--- config.mk ---
export PLATFORM = sky130hd
export DESIGN_NAME = fir_power_ctrl
export DESIGN_NICKNAME = d
export VERILOG_FILES = /design/src/rtl/fir_power_ctrl.sv
export SDC_FILE = /design/constraint.sdc
export NUM_CORES = 1
export LEC_CHECK = 0
export ABC_AREA = 1
export CAP_MARGIN = 40
export CORE_AREA = 2 2 70 72
export DETAILED_ROUTE_END_ITERATION = 8
export DIE_AREA = 0 0 72 74
export PLACE_DENSITY_LB_ADDON = 0.05
export SLEW_MARGIN = 5
export SYNTH_ARGS = -nofsm -noshare
export SYNTH_HDL_FRONTEND = slang
export SYNTH_SLANG_ARGS = --single-unit
--- constraint.sdc ---
create_clock -name clk -period 5 [get_ports clk]
set_clock_uncertainty 0.2 [all_clocks]
set_input_delay 1 -clock clk [delete_from_list [all_inputs] [get_ports clk]]
set_output_delay 1 -clock clk [all_outputs]
set_load 0.05 [all_outputs]
--- src/rtl/fir_power_ctrl.sv ---
// Power sequencer for a power-gated FIR core: gates power_enable after idle periods,
// wakes on traffic, and steps a 2-bit performance level from per-window input throughput.
module fir_power_ctrl #(
  parameter int unsigned IDLE_TIMEOUT = 64,
  parameter int unsigned WAKE_CYCLES  = 4,
  parameter int unsigned DRAIN_CYCLES = 3,
  parameter int unsigned WINDOW       = 256,
  parameter int unsigned THR_MED      = 64,
  parameter int unsigned THR_HIGH     = 128,
  parameter int unsigned THR_MAX      = 192
) (
  input  logic       clk,
  input  logic       reset,
  input  logic       s_axis_fir_tvalid,
  output logic       s_axis_fir_tready,
  input  logic       fir_s_tready,
  input  logic       force_on,
  output logic       power_enable,
  output logic [1:0] performance_level,
  output logic [1:0] ctrl_state
);

  localparam int unsigned WakeW  = $clog2(WAKE_CYCLES + 1);
  localparam int unsigned DrainW = $clog2(DRAIN_CYCLES + 1);
  localparam int unsigned IdleW  = $clog2(IDLE_TIMEOUT + 1);
  localparam int unsigned WinW   = $clog2(WINDOW);
  localparam int unsigned BeatW  = $clog2(WINDOW + 1);

  localparam logic [WakeW-1:0]  WakeLoad  = WakeW'(WAKE_CYCLES - 1);
  localparam logic [DrainW-1:0] DrainLoad = DrainW'(DRAIN_CYCLES - 1);
  localparam logic [IdleW-1:0]  IdleLast  = IdleW'(IDLE_TIMEOUT - 1);
  localparam logic [WinW-1:0]   WinLast   = WinW'(WINDOW - 1);
  localparam logic [BeatW-1:0]  BeatMax   = BeatW'(WINDOW);
  localparam logic [BeatW-1:0]  ThrMed    = BeatW'(THR_MED);
  localparam logic [BeatW-1:0]  ThrHigh   = BeatW'(THR_HIGH);
  localparam logic [BeatW-1:0]  ThrMax    = BeatW'(THR_MAX);

  typedef enum logic [1:0] {
    StOff   = 2'b00,
    StWake  = 2'b01,
    StOn    = 2'b10,
    StDrain = 2'b11
  } state_e;

  state_e             r_state;
  logic               r_pwr;
  logic [1:0]         r_level;
  logic [WakeW-1:0]   r_wake_cnt;
  logic [DrainW-1:0]  r_drain_cnt;
  logic [IdleW-1:0]   r_idle_cnt;
  logic [WinW-1:0]    r_win_cnt;
  logic [BeatW-1:0]   r_beat_cnt;

  logic               w_accept;
  logic               w_wake_req;
  logic               w_win_last;
  logic [BeatW-1:0]   w_beat_next;
  logic [1:0]         w_target;
  logic [1:0]         w_level_next;

  assign s_axis_fir_tready = fir_s_tready && (r_state == StOn);
  assign w_accept          = s_axis_fir_tvalid && s_axis_fir_tready;
  assign w_wake_req        = s_axis_fir_tvalid || force_on;
  assign w_win_last        = (r_win_cnt == WinLast);

  assign power_enable      = r_pwr;
  assign performance_level = r_level;
  assign ctrl_state        = r_state;

  // Beat count including this cycle's beat, so the last window cycle is counted.
  always_comb begin
    w_beat_next = r_beat_cnt;
    if (w_accept && (r_beat_cnt != BeatMax)) begin
      w_beat_next = r_beat_cnt + BeatW'(1);
    end

    if (w_beat_next >= ThrMax) begin
      w_target = 2'b11;
    end else if (w_beat_next >= ThrHigh) begin
      w_target = 2'b10;
    end else if (w_beat_next >= ThrMed) begin
      w_target = 2'b01;
    end else begin
      w_target = 2'b00;
    end

    w_level_next = r_level;
    if (w_target > r_level) begin
      w_level_next = r_level + 2'd1;
    end else if (w_target < r_level) begin
      w_level_next = r_level - 2'd1;
    end
  end

  always_ff @(posedge clk) begin
    if (reset) begin
      r_state     <= StOff;
      r_pwr       <= 1'b0;
      r_level     <= 2'b00;
      r_wake_cnt  <= '0;
      r_drain_cnt <= '0;
      r_idle_cnt  <= '0;
      r_win_cnt   <= '0;
      r_beat_cnt  <= '0;
    end else begin
      case (r_state)
        StOff: begin
          if (w_wake_req) begin
            r_state    <= StWake;
            r_pwr      <= 1'b1;
            r_wake_cnt <= WakeLoad;
          end
        end

        StWake: begin
          if (r_wake_cnt == '0) begin
            r_state    <= StOn;
            r_idle_cnt <= '0;
          end else begin
            r_wake_cnt <= r_wake_cnt - WakeW'(1);
          end
        end

        StOn: begin
          if (w_win_last) begin
            r_level    <= w_level_next;
            r_win_cnt  <= '0;
            r_beat_cnt <= '0;
          end else begin
            r_win_cnt  <= r_win_cnt + WinW'(1);
            r_beat_cnt <= w_beat_next;
          end

          if (w_accept || force_on) begin
            r_idle_cnt <= '0;
          end else if (r_idle_cnt == IdleLast) begin
            // This idle edge is the IDLE_TIMEOUT-th one.
            r_state     <= StDrain;
            r_drain_cnt <= DrainLoad;
          end else begin
            r_idle_cnt <= r_idle_cnt + IdleW'(1);
          end
        end

        StDrain: begin
          if (w_wake_req) begin
            r_state    <= StOn;
            r_idle_cnt <= '0;
          end else if (r_drain_cnt == '0) begin
            r_state    <= StOff;
            r_pwr      <= 1'b0;
            r_level    <= 2'b00;
            r_win_cnt  <= '0;
            r_beat_cnt <= '0;
          end else begin
            r_drain_cnt <= r_drain_cnt - DrainW'(1);
          end
        end

        default: begin
          r_state <= StOff;
          r_pwr   <= 1'b0;
        end
      endcase
    end
  end

endmodule

==> impl_results.md, run 1 <==
* DR vias at approximately 2000
* DR iter-0 viols at 43
* Ant. Diodes at 0
* Worst Hold Path Cells at 2
* Total gr overflow at 0
* Mapped Area at about 0.0022 mm^2
* GRT Total Usage at about a fifth
* Register Area at ~680 um^2
* Cell variety after synth at 33
* Die X at about 70 um
* Detailed placement HPWL at 3.62 mm
* Post-place instance area at around 0.0024 mm^2
* RSZ-0062 raised after global routing: no
* Required @ worst endpoint at approximately 3.8 ns
* Synth area leaders: dfxtp_1, nand2_1, inv_1, nor2_1, nand3_1
* DRT Wirelength at roughly 4.7 mm
* Worst Hold Class: reg2reg
* Mapped Cells at 345
* Num CTS Buffers at 5
* Post-layout instance area at approximately 0.0025 mm^2
* Layout cells sized above 1 at 10.3%
* Final Hold Vio Count at 0
* Syn_area_per_cell at ~6.4 um^2
* Post-CTS Setup Repair Bufs at 0
* Max Freq at 0.266 GHz
* Clock Pin Slew Worst Setup and Hold Paths at approximately 0.070 ns
* Status: finished, final reports clean
* Critical path arrival at between 2 and 3 ns
* TritonCTS clock tree: done
* DRC Markers at 0
* Root Driver: clkbuf_8
* P per Cell Area at 472 mW/mm^2
* IO Count at 11
* Largest area contributor in the netlist: dfxtp_1
* Core area at between 0.004 and 0.005 mm^2
* Worst skew pair latency at between 0.2 and 0.3 ns
* Crit start category: input pin
* Buffers added on ports at 10
* Worst-Margin Slew at about 0.66 ns
* TritonRoute pass-1 iters at 4
* CP Class: in2out
* Rel. slew slack at a little under three fifths
* Final worst-path cycle share at between 70% and 80%
* DIE AREA at 0.00533 mm^2
* Hold_buf cts at 0
* First-pass GRT wire length at approximately 8.2 mm
* Vias in the first global route at about 1900
* Worst Reg-to-Reg Cells at 17
* WL/cell at between 10 and 15 um
* Synth top area share at between 30% and 40%
* Commonest non-fill, non-tap cell in the layout: nand2_1
* Clock Sinks at 34
* Footprint of the multi-input gates at between 0.001 and 0.0015 mm^2
* Worst setup EP type: output pin
* Final setup vio count at 0
* Initial antenna violation count at 0
* Min Tclk post-route at around 3.8 ns
* Post-CTS sizing at 0
* Vias/cell at approximately 4.9
* Die Span Y at ~74 um
* Routed Antenna Nets at 0
* Sum of negative setup slack at 0 ns
* Peak supply drop at 0.260 mV
* Initial Util at 48.2%
* Flops & latches, synth at 34
* Yosys warns at 0
* Clock buffer depth at 2
* CP Max Fanout at 2
* Nets at approximately 370
* Max Cap Viol at 0
* Final count of pins violating max slew at 0
* Pleak at 1.09 nW
* Row Count at 25
* GPL Wtd Cong at 0.801
* Net Count, Synth at 359
* Most frequent cells in the layout: nand2_1, inv_1, nor2_1
* Register area share after synthesis at between 30% and 40%
* Pin count of the biggest net entering global routing at 15
* Area grow syn2layout at 10.5%
* H-tree depth at 2
* Filler cell count at 478
## registers in the layout (all words and copies together), names as in the netlist
signal,count
r_beat_cnt,9
r_win_cnt,8
r_idle_cnt,7
r_wake_cnt,3
ctrl_state,2
performance_level,2
r_drain_cnt,2
power_enable,1
## worst paths after layout
kind / from / end / slack (ns)
worst max-delay path: fir_s_tready / s_axis_fir_tready / 1.25
worst min-delay path: power_enable$_SDFFE_PP0P_ / power_enable$_SDFFE_PP0P_ / 0.27
worst max register to register: ctrl_state[1]$_SDFFE_PP0P_ / performance_level[1]$_SDFFE_PP0P_ / 2.02
worst min register to register: power_enable$_SDFFE_PP0P_ / power_enable$_SDFFE_PP0P_ / 0.27
## metrics by stage
step / util, % / hold WS, ns / power, mW / worst slack (ns) / std cells
floorplan: - / 0.240 / 0.824 / 2.12 / 345
global placement: 51.3 / 0.256 / 0.947 / 1.23 / 405
detailed placement: 51.3 / 0.261 / 0.951 / 1.22 / 405
CTS: 53.3 / 0.272 / 1.17 / 1.22 / 413
global route: 53.3 / 0.304 / 1.26 / 1.18 / 413
finish: 53.3 / 0.267 / 1.16 / 1.25 / 413
## layer usage
| metal | part of all wire (%) | track usage [%] |
|---|---|---|
| met3 | 1.8 | 2.85 |
| met1 | 48 | 24.0 |
| met5 | 0 | 0 |
| met2 | 48 | 34.6 |
| met4 | 2.1 | 7.97 |
## critical path: stages
cell and delay [ns]:
clkdlybuf4s50_1 0.53, inv_1 0.06, nor2_1 0.14, clkdlybuf4s50_1 0.82
## cells by family after synthesis
group	synth area share (%)
simple gates	44.6
fa+ha+maj	5.08
flops	30.7
compound gates	9.02
buf+inv	10.6
## synth_stat cells
| master | instances |
|---|---|
| nand2_4 | 2 |
| nor3b_2 | 4 |
| nor2_2 | 1 |
| nand2_2 | 6 |
| buf_6 | 1 |
| and3_1 | 1 |
| dfxtp_1 | 34 |
| a21oi_2 | 1 |
| or2_0 | 1 |
| nor3_4 | 1 |
| a31o_2 | 1 |
| inv_1 | 51 |
| nand4_4 | 1 |
| nand3_4 | 1 |
| o21ai_2 | 1 |
| inv_4 | 1 |
| o21ai_0 | 9 |
| clkbuf_1 | 2 |
| or2_2 | 1 |
| nor3_2 | 1 |
| a221oi_1 | 1 |
| a21oi_1 | 23 |
| buf_4 | 1 |
| inv_2 | 3 |
| nor2_4 | 4 |
| nor2_1 | 48 |
| nand3_2 | 1 |
| nand2_1 | 96 |
| o21ai_1 | 1 |
| nor3_1 | 5 |
| ha_1 | 9 |
| nand3_1 | 25 |
| nand4_1 | 7 |
## power by group
part / total, mW / internal [mW] / switching, mW
Clock: 0.217 / 0.111 / 0.106
Combinational: 0.573 / 0.181 / 0.392
Sequential: 0.367 / 0.320 / 0.0474
Total: 1.16 / 0.612 / 0.545
## area by class of cell
cell class | instances | area share, %
Clock buffer | 7 | 3.52
Timing Repair Buffer | 10 | 4.08
Sequential cell | 34 | 27.8
Clock inverter | 1 | 0.204
Inverter | 55 | 8.52
Tap cell | 54 | 2.76
Multi-Input combinational cell | 252 | 53.1
(Power assumes the default switching activity.)
==> run 2, diff against run 1 <==
- clock period: 5 -> 3.42 ns (I/O delays scaled with it)
==> run 2 against run 1 <==
Critical endpoint is now performance_level[0]$_SDFFE_PP0P_. Global-route usage rose by 0.37 points. Utilization grew 0.52 points. Worst setup slack got worse by 0.56 ns. Largest power group unchanged. Worst hold slack improved by 0.0059 ns. Cell area rose by 0.97%. Count of clock-buffer cells in the layout fell by 1. Power rose by 48%.
==> impl_results.md, run 2 (synthesis results as in run 1) <==
* Status: finished, final reports clean
* IO Count at 11 (unchanged)
* Buffers added on ports at 10 (unchanged)
* Max FFs per register at 9 (unchanged)
* Total power at 1.71 mW (+48%)
* Root Driver: clkbuf_8
* Ant. Diodes at 0 (unchanged)
* Initial Util at 48.2% (unchanged)
* H-tree depth at 2 (unchanged)
* Top Registers: r_beat_cnt (9), r_win_cnt (8), r_idle_cnt (7)
* DRC Markers at 0 (unchanged)
* Top reg by flops: r_beat_cnt
* Area grow syn2layout at 11.6%
* CP Max Fanout at 11 (+9)
* GRT Total Usage at 19.9% (+0.37 points)
* DR vias at 2066 (+1.2%)
* Nets at 375 (+0.81%)
* Post-layout util at 53.8% (+0.52 points)
* Initial antenna violation count at 0 (unchanged)
* Total gr overflow at 0 (unchanged)
* Crit start category: flop
* Most frequent cells in the layout: nand2_1, inv_1, nor2_1
* Sum of negative setup slack at 0 ns (unchanged)
* First-pass GRT wire length at 8.29 mm (+0.91%)
* Required @ worst endpoint at 3.40 ns (-0.40 ns)
* GPL Wtd Cong at 0.815 (+1.7%)
* Final Hold Vio Count at 0 (unchanged)
* Filler cell count at 457 (-4.4%)
* DRT Wirelength at 4.75 mm (+0.42%)
* Pin count of the biggest net entering global routing at 14 (-1)
* CP Class: reg2reg
* Clock Sinks at 34 (unchanged)
* Clock Pin Slew Worst Setup and Hold Paths at 0.07 ns (about the same)
* Worst setup EP type: flop
* WL/cell at 11.4 um (-0.30%)
* Detailed placement HPWL at 3.65 mm (+0.74%)
* Core area at 0.00460 mm^2 (unchanged)
* Post-CTS Setup Repair Bufs at 0 (unchanged)
* Post-CTS sizing at 0 (unchanged)
* TritonRoute pass-1 iters at 4 (unchanged)
* Final setup vio count at 0 (unchanged)
* Footprint of the multi-input gates at 0.00130 mm^2 (unchanged)
* Layout cells sized above 1 at 11.6% (+1.3 points)
* Register Area at 681 um^2 (unchanged)
* Vias/cell at 4.97 (+0.45%)
* Hold_buf cts at 0 (unchanged)
* RSZ-0062 raised after global routing: no
* Rel. slew slack at 59.3% (+3.8 points)
* Worst skew pair latency at 0.30 ns (about the same)
* Die X at 72 um (unchanged)
* Worst Hold Class: reg2reg
* Vias in the first global route at 1852 (-2.1%)
* Row Count at 25 (unchanged)
* Clock buffer depth at 2 (unchanged)
* Min Tclk post-route at roughly 2.7 ns
* Critical path arrival at 2.72 ns (+0.17 ns)
* Max Cap Viol at 0 (unchanged)
* Routed Antenna Nets at 0 (unchanged)
* Final count of pins violating max slew at 0 (unchanged)
* Die Span Y at 74 um (unchanged)
* Final worst-path cycle share at about four fifths
* Num CTS Buffers at 5 (unchanged)
* Pleak at 1.11 nW (+1.3%)
* DIE AREA at 0.00533 mm^2 (unchanged)
* Max Freq at approximately 0.37 GHz
* P per Cell Area at 691 mW/mm^2 (+46%)
* Peak supply drop at 0.398 mV (+53%)
* Commonest non-fill, non-tap cell in the layout: nand2_1
* Reg2Reg Setup Slack at 0.68 ns (-1.34 ns)
* Worst-Margin Slew at 0.606 ns (-0.0568 ns)
* DR iter-0 viols at 121 (+180%)
* TritonCTS clock tree: done
run 2: per-layer routing:
layer  wire length, um  track usage, %  vias up  share of wire (%)
li1                  -               -     1125                  -
met1              2320            24.9      910                 49
met2              2230            34.3       23                 47
met3               138            4.07        8                2.9
met4                65            7.13        0                1.4
met5                 0               0        -                  0
run 2: final cells by class:
type | count | area share [%]
clock buffers | 6 | 3.34
repair buffers | 13 | 4.85
inverters | 55 | 8.44
well taps | 54 | 2.73
multi-input cells | 252 | 52.6
clock inverters | 2 | 0.506
flip-flops and latches | 34 | 27.5
run 2: report_power, final:
part           leakage (nW)  switching (mW)  internal, mW  total [mW]
sequential            0.277          0.0672         0.467       0.534
clock                0.0472           0.165         0.162       0.327
combinational         0.783           0.581         0.268       0.848
run 2: worst max-delay path: stages, from the launching register on:
cell and delay [ns]:
dfxtp_1 0.49, inv_2 0.10, nor2_4 0.31, nand3_4 0.20
nor2_4 0.21, nand2_1 0.09, nand2_1 0.07, nand3_1 0.07
ha_1 0.29, nand2_1 0.10, inv_1 0.05, nand2_1 0.05
nand3_1 0.07, nand2_1 0.13, nand2_1 0.07, nand2_1 0.06
a21oi_1 0.05
run 2: path summary, 6_finish.rpt:
| kind | start | to | cells after the start |
|---|---|---|---|
| max | ctrl_state[1]$_SDFFE_PP0P_ | performance_level[0]$_SDFFE_PP0P_ | 16 |
| min reg2reg | power_enable$_SDFFE_PP0P_ | power_enable$_SDFFE_PP0P_ | 2 |
| max reg2reg | ctrl_state[1]$_SDFFE_PP0P_ | performance_level[0]$_SDFFE_PP0P_ | 16 |
| min | power_enable$_SDFFE_PP0P_ | power_enable$_SDFFE_PP0P_ | 2 |
run 2: through the flow:
| stage | setup slack [ns] | instances | hold slack (ns) | cell area, um^2 |
|---|---|---|---|---|
| 6_report | 0.682 | 416 | 0.273 | 2470 |
| 3_5_place_dp | 0.386 | 408 | 0.262 | 2380 |
| 2_1_floorplan | 0.802 | 345 | 0.240 | 2220 |
| 4_1_cts | 0.685 | 416 | 0.274 | 2470 |
| 3_3_place_gp | 0.455 | 408 | 0.256 | 2380 |
| 5_1_grt | 0.353 | 416 | 0.303 | 2470 |
==> run 3, diff against run 2 <==
- clock period: 3.42 -> 2.8 ns (I/O delays scaled with it)
==> run 3 against run 2 <==
Non-clock buffer count increased by 6. First-iteration DRC count shrank 55%. Largest cell class unchanged. Via count is 0.68% higher. Routed wire length is 1.5% higher. Global-route usage up 0.56 points. Critical path type is now reg2out. Clock power is 19% higher.
==> impl_results.md, run 3 (synthesis results as in run 1) <==
* DIE AREA at 0.00533 mm^2 (unchanged)
* Final count of pins violating max slew at 0 (unchanged)
* Buffers added on ports at 10 (unchanged)
* DR vias at 2080 (+0.68%)
* H-tree depth at 2 (unchanged)
* Worst-Margin Slew at 0.494 ns (-0.112 ns)
* Top Family by Delay on Critical Path: buffers and inverters
* Worst Reg-to-Reg Cells at 18 (+2)
* Required @ worst endpoint at 2.04 ns (-1.36 ns)
* First-pass GRT wire length at 8.58 mm (+3.6%)
* TritonCTS clock tree: done
* Critical path arrival at 1.70 ns (-1.02 ns)
* DRT Wirelength at 4.82 mm (+1.5%)
* Grt met3 use at 4.34% (+0.27 points)
* Final setup vio count at 0 (unchanged)
* Final worst-path cycle share at ~90%
* Sum of negative setup slack at 0 ns (unchanged)
* Nets at 381 (+1.6%)
* Die X at 72 um (unchanged)
* CP Max Fanout at 8 (-3)
* Crit start category: flop
* Area grow syn2layout at 14.1%
* Critical Path Max Stage Delay at 0.87 ns (+0.38 ns)
* Most Crowded Layer GR: met2
* GRT met2 Usage at 37.1% (+2.9 points)
* Post-layout util at 55.0% (+1.2 points)
* Pin count of the biggest net entering global routing at 14 (unchanged)
* Status: finished, final reports clean
* Switch share at 46.5% (-1.0 points)
* WP depth at 1 (-15)
* Total power at 2.11 mW (+24%)
* Worst setup EP type: output pin
* Max Cap Viol at 0 (unchanged)
* IO Count at 11 (unchanged)
* Vias/cell at 4.93 (-0.75%)
* P_sw at 984 uW (+21%)
* Die Span Y at 74 um (unchanged)
* GRT Total Usage at 20.5% (+0.56 points)
* Row Count at 25 (unchanged)
* TritonRoute pass-1 iters at 4 (unchanged)
* RR Startpoint: r_beat_cnt[0]$_SDFFE_PP0P_
* DRC Markers at 0 (unchanged)
* Worst setup startpoint: ctrl_state[0]$_SDFFE_PP0P_
* Peak supply drop at 0.486 mV (+22%)
* Reg2Reg Setup Slack at 0.35 ns (-0.33 ns)
* Core area at 0.00460 mm^2 (unchanged)
* RSZ-0062 raised after global routing: no
* Top reg by flops: r_beat_cnt
* Max Freq at a little over 0.4 GHz
* Met1 Use GR at 24.1% (-0.79 points)
* Vias in the first global route at 1933 (+4.4%)
* Post-CTS Setup Repair Bufs at 0 (unchanged)
* Internal at 1.13 mW (+26%)
* Total gr overflow at 0 (unchanged)
* Initial Util at 48.2% (unchanged)
* WL/cell at 11.4 um (about the same)
* Routed Antenna Nets at 0 (unchanged)
* Detailed placement HPWL at 3.71 mm (+1.8%)
* GPL Wtd Cong at 0.813 (-0.25%)
* Worst path bufs/invs at 1 (-1)
* Root Driver: clkbuf_8
* Commonest non-fill, non-tap cell in the layout: nand2_1
* Worst Hold Class: reg2reg
* Most frequent cells in the layout: nand2_1, inv_1, nor2_1
* Critical R2R Capture: performance_level[0]$_SDFFE_PP0P_
* DR iter-0 viols at 55 (-55%)
* Comb power frac at 51.3% (+1.7 points)
* Top Registers: r_beat_cnt (9), r_win_cnt (8), r_idle_cnt (7)
* Rel. slew slack at 67.0% (+7.6 points)
* P per Cell Area at 835 mW/mm^2 (+21%)
* Initial antenna violation count at 0 (unchanged)
* Flop pwr share at 30.2% (-1.1 points)
* Layout cells sized above 1 at 13.0% (+1.4 points)
* Filler cell count at 460 (+0.66%)
* CP Class: reg2out
* Worst-path cell chain: clkdlybuf4s50_1
* Min Tclk post-route at 2.46 ns
* Worst skew pair latency at 0.29 ns (about the same)
* Pleak at 1.14 nW (+3.1%)
* Clock buffer depth at 2 (unchanged)
* Num CTS Buffers at 5 (unchanged)
* Ant. Diodes at 0 (unchanged)
* Clk pwr share at 18.4% (-0.7 points)
* Max FFs per register at 9 (unchanged)
* Clock Sinks at 34 (unchanged)
* Worst path slowest cell: clkdlybuf4s50_1
* Crit path capture: ctrl_state[0]
* Final Hold Vio Count at 0 (unchanged)
* Clock Pin Slew Worst Setup and Hold Paths at 0.07 ns (about the same)
[run 3: cell count changes in the layout (fill, tap and decap cells not counted), sizes merged]
cell,before,now
clkbuf,6,7
buf,4,10
clkinvlp,1,0
[run 3: layout make-up]
cell class,count,area [um^2],share of cell area (%)
sequential,34,681,26.9
clock buffer,7,86.3,3.41
clock inverter,1,5.00,0.198
inverter,55,209,8.26
timing repair buffer,19,178,7.02
multi-input combinational,252,1310,51.6
tap,54,67.6,2.67
[run 3: what timing repair did]
item	CTS	global route
hold buffers	0	0
resized for setup	0	1
setup endpoints to repair	0	2
[run 3: worst min-delay path by stage]
stage	from	cells past startpoint	to	slack [ns]
floorplan	r_idle_cnt[6]$_SDFFE_PP0P_	2	r_idle_cnt[6]$_SDFFE_PP0P_	0.24
global placement	power_enable$_SDFFE_PP0P_	2	power_enable$_SDFFE_PP0P_	0.25
detailed placement	power_enable$_SDFFE_PP0P_	2	power_enable$_SDFFE_PP0P_	0.26
CTS	power_enable$_SDFFE_PP0P_	2	power_enable$_SDFFE_PP0P_	0.27
global route	power_enable$_SDFFE_PP0P_	2	power_enable$_SDFFE_PP0P_	0.30
finish	power_enable$_SDFFE_PP0P_	2	power_enable$_SDFFE_PP0P_	0.26
[run 3: power by group through the flow]
stage               Clock (mW)  Combinational, mW  Sequential, mW
finish                   0.390               1.09           0.640
detailed placement           0               1.09           0.652
global placement             0               1.09           0.651
floorplan                    0              0.714           0.757
global route             0.424               1.24           0.654
CTS                      0.405               1.09           0.640
[run 3: routing by layer]
layer	vias up	share of wire, %
li1	1132	-
met1	927	45
met3	7	2.3
met5	-	0
met2	14	51
met4	0	1.5
[run 3: per-stage QoR]
| stage | instance area (um^2) | hold slack (ns) | cells | setup slack [ns] |
|---|---|---|---|---|
| 6_report | 2530 | 0.262 | 422 | 0.341 |
| 5_1_grt | 2530 | 0.302 | 422 | 0.0598 |
| 4_1_cts | 2530 | 0.268 | 422 | 0.259 |
| 3_5_place_dp | 2440 | 0.257 | 414 | 0.0389 |
| 3_3_place_gp | 2440 | 0.253 | 414 | 0.0767 |
| 2_1_floorplan | 2220 | 0.240 | 345 | 0.182 |
[run 3: tightest hold or removal path: cells and delay by family, from the launching register on]
kind               cells  cell delay, ns
DFF                    1            0.31
and+or+nand+nor        1            0.06
AOI/OAI and AO/OA      1            0.05
